[src/rtl/mips_pkg.sv]
// Shared MIPS datapath definitions: ALU/HI-LO funct codes and the
// state encoding and step modes used by the multiply/divide unit.
package mips_pkg;

    // HI/LO funct codes
    localparam logic [5:0] FUNCT_MFHI  = 6'd16;
    localparam logic [5:0] FUNCT_MTHI  = 6'd17;
    localparam logic [5:0] FUNCT_MFLO  = 6'd18;
    localparam logic [5:0] FUNCT_MTLO  = 6'd19;
    localparam logic [5:0] FUNCT_MULTU = 6'd25;
    localparam logic [5:0] FUNCT_DIVU  = 6'd27;

    // ALU funct codes
    localparam logic [5:0] FUNCT_ADD = 6'd32;
    localparam logic [5:0] FUNCT_SUB = 6'd34;
    localparam logic [5:0] FUNCT_AND = 6'd36;
    localparam logic [5:0] FUNCT_OR  = 6'd37;
    localparam logic [5:0] FUNCT_SLT = 6'd42;

    // hilo_muldiv FSM encoding
    typedef logic [1:0] md_state_t;
    localparam md_state_t ST_IDLE = 2'd0;
    localparam md_state_t ST_MUL  = 2'd1;
    localparam md_state_t ST_DIV  = 2'd2;
    localparam md_state_t ST_DONE = 2'd3;

    localparam logic [4:0] LAST_ITER = 5'd31;

    // Iteration kind selected in muldiv_step
    typedef enum logic {
        STEP_MUL = 1'b0,
        STEP_DIV = 1'b1
    } step_mode_t;

endpackage

[src/rtl/muldiv_step.sv]
// One iteration of the shift-add multiplier or the restoring divider,
// operating on the 64-bit accumulator {upper, lower}.
module muldiv_step
    import mips_pkg::*;
(
    input  logic        mode,
    input  logic [63:0] acc,
    input  logic [31:0] operand,
    output logic [63:0] next_acc
);

    logic [32:0] sum;
    logic [63:0] shifted;
    logic [32:0] rem;
    logic [31:0] diff;

    always_comb begin
        // NOTE: every output gets a value before any branch, so no latch is inferred.
        sum      = {1'b0, acc[63:32]} + (acc[0] ? {1'b0, operand} : 33'd0);
        shifted  = {acc[62:0], 1'b0};
        // Keep the bit shifted out of the top so divisors above 2^31 still compare correctly.
        rem      = {acc[63], shifted[63:32]};
        diff     = rem[31:0] - operand;
        next_acc = {sum, acc[31:1]};

        if (mode == STEP_DIV) begin
            next_acc = shifted;
            if (rem >= {1'b0, operand}) begin
                next_acc[63:32] = diff;
                next_acc[0]     = 1'b1;
            end
        end
    end

endmodule

[src/rtl/hilo_muldiv.sv]
// Multi-cycle unsigned MULTU/DIVU engine that owns the HI/LO pair;
// also services MTHI/MTLO in a single edge while idle.
module hilo_muldiv
    import mips_pkg::*;
#(
    parameter logic [5:0] MULTU = FUNCT_MULTU,
    parameter logic [5:0] DIVU  = FUNCT_DIVU,
    parameter logic [5:0] MTHI  = FUNCT_MTHI,
    parameter logic [5:0] MTLO  = FUNCT_MTLO
) (
    input  logic        clk,
    input  logic        rst_n,
    input  logic        start,
    input  logic [5:0]  Signal,
    input  logic [31:0] dataA,
    input  logic [31:0] dataB,
    output logic        busy,
    output logic        done,
    output logic [63:0] hilo
);

    md_state_t   state;
    logic [4:0]  count;
    logic [63:0] acc;
    logic [31:0] operand;
    logic [63:0] next_acc;
    logic        step_mode;

    assign step_mode = (state == ST_DIV);
    assign busy      = (state == ST_MUL) || (state == ST_DIV);
    assign done      = (state == ST_DONE);

    muldiv_step u_step (
        .mode     (step_mode),
        .acc      (acc),
        .operand  (operand),
        .next_acc (next_acc)
    );

    // operand holds the multiplicand for MULTU and the divisor for DIVU.
    always_ff @(posedge clk or negedge rst_n) begin
        if (!rst_n) begin
            state   <= ST_IDLE;
            count   <= '0;
            acc     <= '0;
            operand <= '0;
            hilo    <= '0;
        end else begin
            // NOTE: state registers use non-blocking assignments so every flop samples pre-edge values.
            case (state)
                ST_IDLE: begin
                    if (start) begin
                        if (Signal == MULTU) begin
                            acc     <= {32'b0, dataB};
                            operand <= dataA;
                            count   <= '0;
                            state   <= ST_MUL;
                        end else if (Signal == DIVU) begin
                            acc     <= {32'b0, dataA};
                            operand <= dataB;
                            count   <= '0;
                            state   <= ST_DIV;
                        end else if (Signal == MTHI) begin
                            hilo[63:32] <= dataA;
                        end else if (Signal == MTLO) begin
                            hilo[31:0] <= dataA;
                        end
                    end
                end

                ST_MUL, ST_DIV: begin
                    acc   <= next_acc;
                    count <= count + 5'd1;
                    // The last step's result goes straight to HI/LO so they flip atomically.
                    if (count == LAST_ITER) begin
                        hilo  <= next_acc;
                        state <= ST_DONE;
                    end
                end

                ST_DONE: state <= ST_IDLE;

                default: state <= ST_IDLE;
            endcase
        end
    end

endmodule

[config.mk]
export PLATFORM = sky130hd
export DESIGN_NAME = hilo_muldiv
export DESIGN_NICKNAME = d
export VERILOG_FILES = /design/src/rtl/mips_pkg.sv /design/src/rtl/muldiv_step.sv /design/src/rtl/hilo_muldiv.sv
export SDC_FILE = /design/constraint.sdc
export NUM_CORES = 1
export LEC_CHECK = 0
export BUFFER_PORTS_ARGS = -buffer_cell sky130_fd_sc_hd__buf_2
export CAP_MARGIN = 15
export CORE_UTILIZATION = 56
export CTS_BUF_LIST = sky130_fd_sc_hd__clkbuf_8
export DETAILED_ROUTE_END_ITERATION = 12
export PLACE_DENSITY = 0.85
export SYNTH_ARGS = -nofsm -noshare
export SYNTH_HDL_FRONTEND = slang
export SYNTH_HIERARCHICAL = 1
export SYNTH_SLANG_ARGS = --single-unit
[constraint.sdc]
create_clock -name clk -period 3.7 [get_ports clk]
set_input_delay 0.185 -clock clk [delete_from_list [all_inputs] [get_ports clk]]
set_output_delay 0.185 -clock clk [all_outputs]
set_load 0.01 [all_outputs]
Yosys cells after proc, flatten, opt, wreduce, memory -nomap -nowiden:

Index checks and enable logic that the tools add are counted.

* bits in registers: 167
* input port bits: 73
* output and inout bits: 66
* logic and storage cells: 63

* add/sub/neg operators: 3
* $lt $le $gt $ge: 1
* eq/ne operators: 16
* muxes and demuxes: 27
* reduce and logical (&&, ||, !) cells: 10

Operators with widths (number)
* 64-bit 2-to-1 mux: 8
* 64-bit one-hot mux with 2 select lines: 2
* 32-bit 2-to-1 mux: 7
* 32-bit by 33-bit adder with 33-bit output: 1
* 33-bit by 32-bit greater-or-equal comparator with 1-bit output: 1
* 32-bit subtractor: 1
* 6-bit by 5-bit == test with 1-bit output, second input constant: 4
* 5-bit 2-to-1 mux: 3
* 2-bit != test, second input constant: 7
* 5-bit one-hot mux with 2 select lines: 1
* 3-bit AND reduction: 3
* 2-bit 2-to-1 mux: 4
* 7-bit AND reduction: 1
* 2-bit one-hot mux with 3 select lines: 1
* 6-bit AND reduction: 1
* 5-bit by 1-bit adder with 5-bit output, second input constant: 1
* 5-bit == test, second input constant: 1
* 2-bit == test, second input constant: 2
* 2-bit nonzero test: 2
* 3-bit != test, second input constant: 1
* 2-bit by 1-bit == test with 1-bit output, second input constant: 1
* 2-bit zero test: 1
* 2-bit OR reduction: 1
* 1-bit logical OR: 1
* 1-bit 2-to-1 mux: 1

Depth between registers and ports, before layout:

* word-level depth: 7
* gate-level depth with buffers: 16
* depth with buffers taken out: 15

Cells and area by module:

Netlist, hierarchy kept.

Modules (own cells, without submodules)
* hilo_muldiv: times used 1, cells each 902, area each 7992.7 µm², sequential area each 4179.0 µm²
* muldiv_step: times used 1, cells each 702, area each 4857.2 µm², sequential area each 0.0 µm²

Worst setup path after synthesis:

OpenSTA, ideal clock, no wires.

* path type: register -> register
* start point: reg acc[0]
* end point: reg hilo[63]
* data arrival time: 3396 ps
* setup slack: 182 ps
* cell stages (with the launch flop): 16
* clock period less this slack: 3518 ps
* cells stage by stage: dfrtp_1 -> clkbuf_1 -> and2_1 -> ha_1 -> fa_1 -> a21o_1 -> a221oi_2 -> o31ai_2 -> a21bo_1 -> o211a_1 -> a311o_1 -> a221oi_1 -> nand2b_1 -> a32oi_1 -> a21oi_1 -> a21oi_1

* cells in the longest elaborated chain, start to end: 5

Ends and longest elaborated chain
* start, declared: line hilo_muldiv.sv:24 `logic [63:0] acc;`
* start signal, assigned: line hilo_muldiv.sv:54 `acc <= {32'b0, dataB};`
* start signal, assigned: line hilo_muldiv.sv:59 `acc <= {32'b0, dataA};`
* start signal, assigned: line hilo_muldiv.sv:72 `acc <= next_acc;`
* 32-bit 2-to-1 mux: line muldiv_step.sv:19 `sum = {1'b0, acc[63:32]} + (acc[0] ? {1'b0, operand} : 33'd0);`
* 32-bit by 33-bit adder with 33-bit output: line muldiv_step.sv:19
* 64-bit 2-to-1 mux: line muldiv_step.sv:26 `if (mode == STEP_DIV) begin`
* net next_acc[63]: line hilo_muldiv.sv:26 `logic [63:0] next_acc;`
* 64-bit 2-to-1 mux: line hilo_muldiv.sv:75 `if (count == LAST_ITER) begin`
* 64-bit one-hot mux with 2 select lines: line hilo_muldiv.sv:50 `case (state)`
* end signal, assigned: line hilo_muldiv.sv:64 `hilo[63:32] <= dataA;`
* end signal, assigned: line hilo_muldiv.sv:76 `hilo <= next_acc;`
* end, declared: line hilo_muldiv.sv:19 `output logic [63:0] hilo`

The timed path passes the listed nets, and every way through them passes these cells. The select of a mux whose other input is x is not followed.
A chain may end at the register's enable or synchronous reset.

Final worst setup path:

* start point: reg acc[0]
* end point: reg hilo[59]

The elaborated chain is that of the path after synthesis.

==> metrics.txt <==
final worst slack between 0.1 and 0.15 ns; WP data required slightly above 4 ns; VDD IR-drop max approximately 1.3 mV; Rows 55; fmax between 0.2 and 0.3 GHz; vias in the first global route between 10k and 15k; worst skew pair latency 0.47 ns; Mean Syn Cell Area about 8 um^2; Final Instance Area around 15000 um^2; IO Port Bufs approximately 140; worst slack, placed ~0.037 ns; syn_nets between 1.5k and 2k; Max-Cap Viols 0; status complete, no violations; CP startpoint kind flip-flop; clk sinks roughly 170; first-pass iteration count of the detailed router 8; initial cell density of the core 0.569; H-Tree Depth 4; Static Leakage approximately 0.007 uW; clk slew on worst S/H paths ~0.11 ns; Yosys top cell by area dfrtp_1; Slew @ Worst Pin roughly 0.76 ns; die footprint about 24000 um^2; DIE HEIGHT between 150 and 200 um; P per Cell Area approximately 1100 nW/um^2; Die X about 150 um; Area contributors post-synth dfrtp_1 33%, a21oi_1 10%, nand2_1 7.0%, ha_1 6.8%, mux2i_1 3.8%; Final Skew between 0.015 and 0.02 ns; final net count between 1.5k and 2k; CTS tree built; Detail Placement HPWL between 20 and 30 mm; critical-path maximum fanout 7; largest net degree at the start of global routing 82; Worst EP arrival ~4.0 ns; combinational power share 0.711; number of synthesized flops with an enable pin 0; clock tree buffer depth 2; drt drc 0; Int Power 7810 uW; sum of negative setup slack 0 ns; routability cong. between 0.9 and 1; mapped cell area between 10000 and 15000 um^2; net switching power between 8000 and 9000 uW; yosys warns 6; sw frac 0.523; max-slew violation count 0; ys async rst share 1.00; Antenna Violating Nets Remaining 0; area grow syn2layout 18.1%; final hold vios 0; global-route usage over all layers 0.364; via count around 13k; GRT overflow 0; Clk pwr share 0.089; violation count after the first detailed-route iteration roughly 1.6k; Cell Area, Placed about 14000 um^2; vias per cell about 6.5; WL final ~43 mm; sequential area share after synthesis 0.325; hold slack approximately 0.015 ns; Synth Flop Type dfrtp_1; first-pass GRT wire length just under 70 mm; Hold Crit Class in -> reg; Avg WL per Cell between 20 and 25 um; root buffer cell clkbuf_8; layout cells sized above 1 0.170; TritonCTS Buffers 17; RSZ-0062 raised after global routing false; cells after synthesis between 1.5k and 2k; endpoints failing setup 0; core area approximately 23000 um^2; Ports approximately 140; WS Path Type reg -> reg; worst rel slew slack 0.496; post-layout min period approximately 3.6 ns; Fill cells approximately 1.7k; Netlist cell types 86; register bit total from synthesis 167; Inserted Diodes 0; share of the synthesized area in the top cell type 0.325; share of the cycle needed by the critical path after routing 0.972; Seq pwr share 0.200; initial antenna violation count 0; Setup crit end kind flip-flop
## final timing paths
check                                      from                       to  slack [ns]  depth (start not counted)
hold / removal                        dataA[23]  operand[23]$_DFFE_PN0P_        0.01                          3
setup reg to reg             acc[0]$_DFFE_PN0P_     hilo[59]$_DFFE_PN0P_        0.10                         13
hold reg to reg            count[4]$_DFFE_PN0P_     count[4]$_DFFE_PN0P_        0.49                          2
min in group asynchronous                 rst_n      acc[60]$_DFFE_PN0P_        0.17                          2
setup / recovery             acc[0]$_DFFE_PN0P_     hilo[59]$_DFFE_PN0P_        0.10                         13
max in group asynchronous                 rst_n     hilo[44]$_DFFE_PN0P_        2.49                          3
## synth_stat cells (3+ instances only)
cell type	n
o21ai_1	11
buf_4	10
o21a_1	8
nand4_1	12
inv_1	60
o221ai_1	4
o21ai_2	3
or2_1	3
o22ai_1	3
nor2_1	76
or3_1	6
o21ai_0	43
mux2i_1	49
a21o_1	26
and4_1	4
a211o_1	4
ha_1	70
buf_6	5
nand2_1	240
xnor2_1	20
buf_2	21
o31ai_1	4
o211ai_1	9
a31oi_1	70
nor3_1	12
clkbuf_1	67
xor2_1	24
o21bai_1	7
a211oi_1	5
buf_1	8
nand3b_1	7
mux2_2	32
dfrtp_1	167
nor2b_1	43
a21oi_1	265
a41oi_1	3
nand2b_1	39
and2_1	37
nand3_1	58
and3_1	9
## state kept, by name, indices dropped and copies added, names as in the netlist
register / count
state: 2
count: 5
operand: 32
hilo: 64
acc: 64
## routing by layer
metal	global-route usage	routed length [um]	part of all wire	vias to the layer above
met4	0.162	1860	0.043	0
met2	0.562	19000	0.44	941
met1	0.486	17200	0.40	6375
li1	-	-	-	6024
met5	0	0	0	-
met3	0.0848	5030	0.12	154
## critical path: stages, from the launching register on
cell,delay [ns]
dfrtp_2,0.45
and2_1,0.16
ha_1,0.22
fa_2,0.36
a21o_1,0.20
a221oi_2,0.32
o31ai_2,0.13
a21bo_2,0.26
o211a_4,0.26
a311o_1,0.38
xnor2_1,0.14
o21ai_0,0.38
a21oi_1,0.13
a21oi_1,0.16
## metrics by stage
stage,power (uW),instances,utilization
5_1_grt,17300,2082,0.672
6_report,16400,2082,0.672
3_5_place_dp,13900,1973,0.616
3_3_place_gp,13600,1973,0.616
2_1_floorplan,10800,1604,-
4_1_cts,15700,2080,0.668
## layout by cell type (no fill, tap or decap), drive strengths merged, types with 9 or more instances in the layout
cell type    count
nand2          240
mux2i           49
nor2b           43
a31oi           70
inv             66
and2            37
nor2            79
o21ai           57
a21oi          266
ha              70
dlygate4sd3     75
o211ai          10
a21o            26
nand2b          39
nand3           58
buf            199
and3             9
nand4           12
xnor2           20
xor2            24
clkbuf          17
nor3            12
dfrtp          167
mux2            33
## power by group through the flow
stage,clock network (uW),logic (uW),registers [uW]
2_1_floorplan,0,7570,3230
5_1_grt,1530,12500,3330
3_5_place_dp,0,10600,3240
6_report,1460,11600,3270
3_3_place_gp,0,10400,3230
4_1_cts,1460,11000,3220
## cell families after synthesis
family                   Yosys count  share of synthesized area
XOR/XNOR                          44                     0.0300
AND/OR/NAND/NOR                  566                      0.212
flip-flops                       167                      0.325
buffers and inverters            173                     0.0594
AO/OA/AOI/OAI                    500                      0.234
adder cells (fa/ha/maj)           72                     0.0713
multiplexers                      82                     0.0674
## layout make-up
| class | instances | area [um^2] | share of cell area |
|---|---|---|---|
| Clock buffer | 17 | 234 | 0.0154 |
| Clock inverter | 15 | 186 | 0.0123 |
| Inverter | 60 | 225 | 0.0148 |
| Multi-Input combinational cell | 1264 | 8030 | 0.529 |
| Sequential cell | 167 | 4180 | 0.276 |
| Tap cell | 285 | 357 | 0.0235 |
| Timing Repair Buffer | 274 | 1960 | 0.129 |
## repair_timing
action                                  CTS  global route
endpoints found under the setup margin    0            30
hold buffers                             75             0
buffers inserted                          0             1
gates resized for setup                   0            16
hold endpoints to repair                 91             0
No activity file was read; power rests on OpenSTA's default activity.
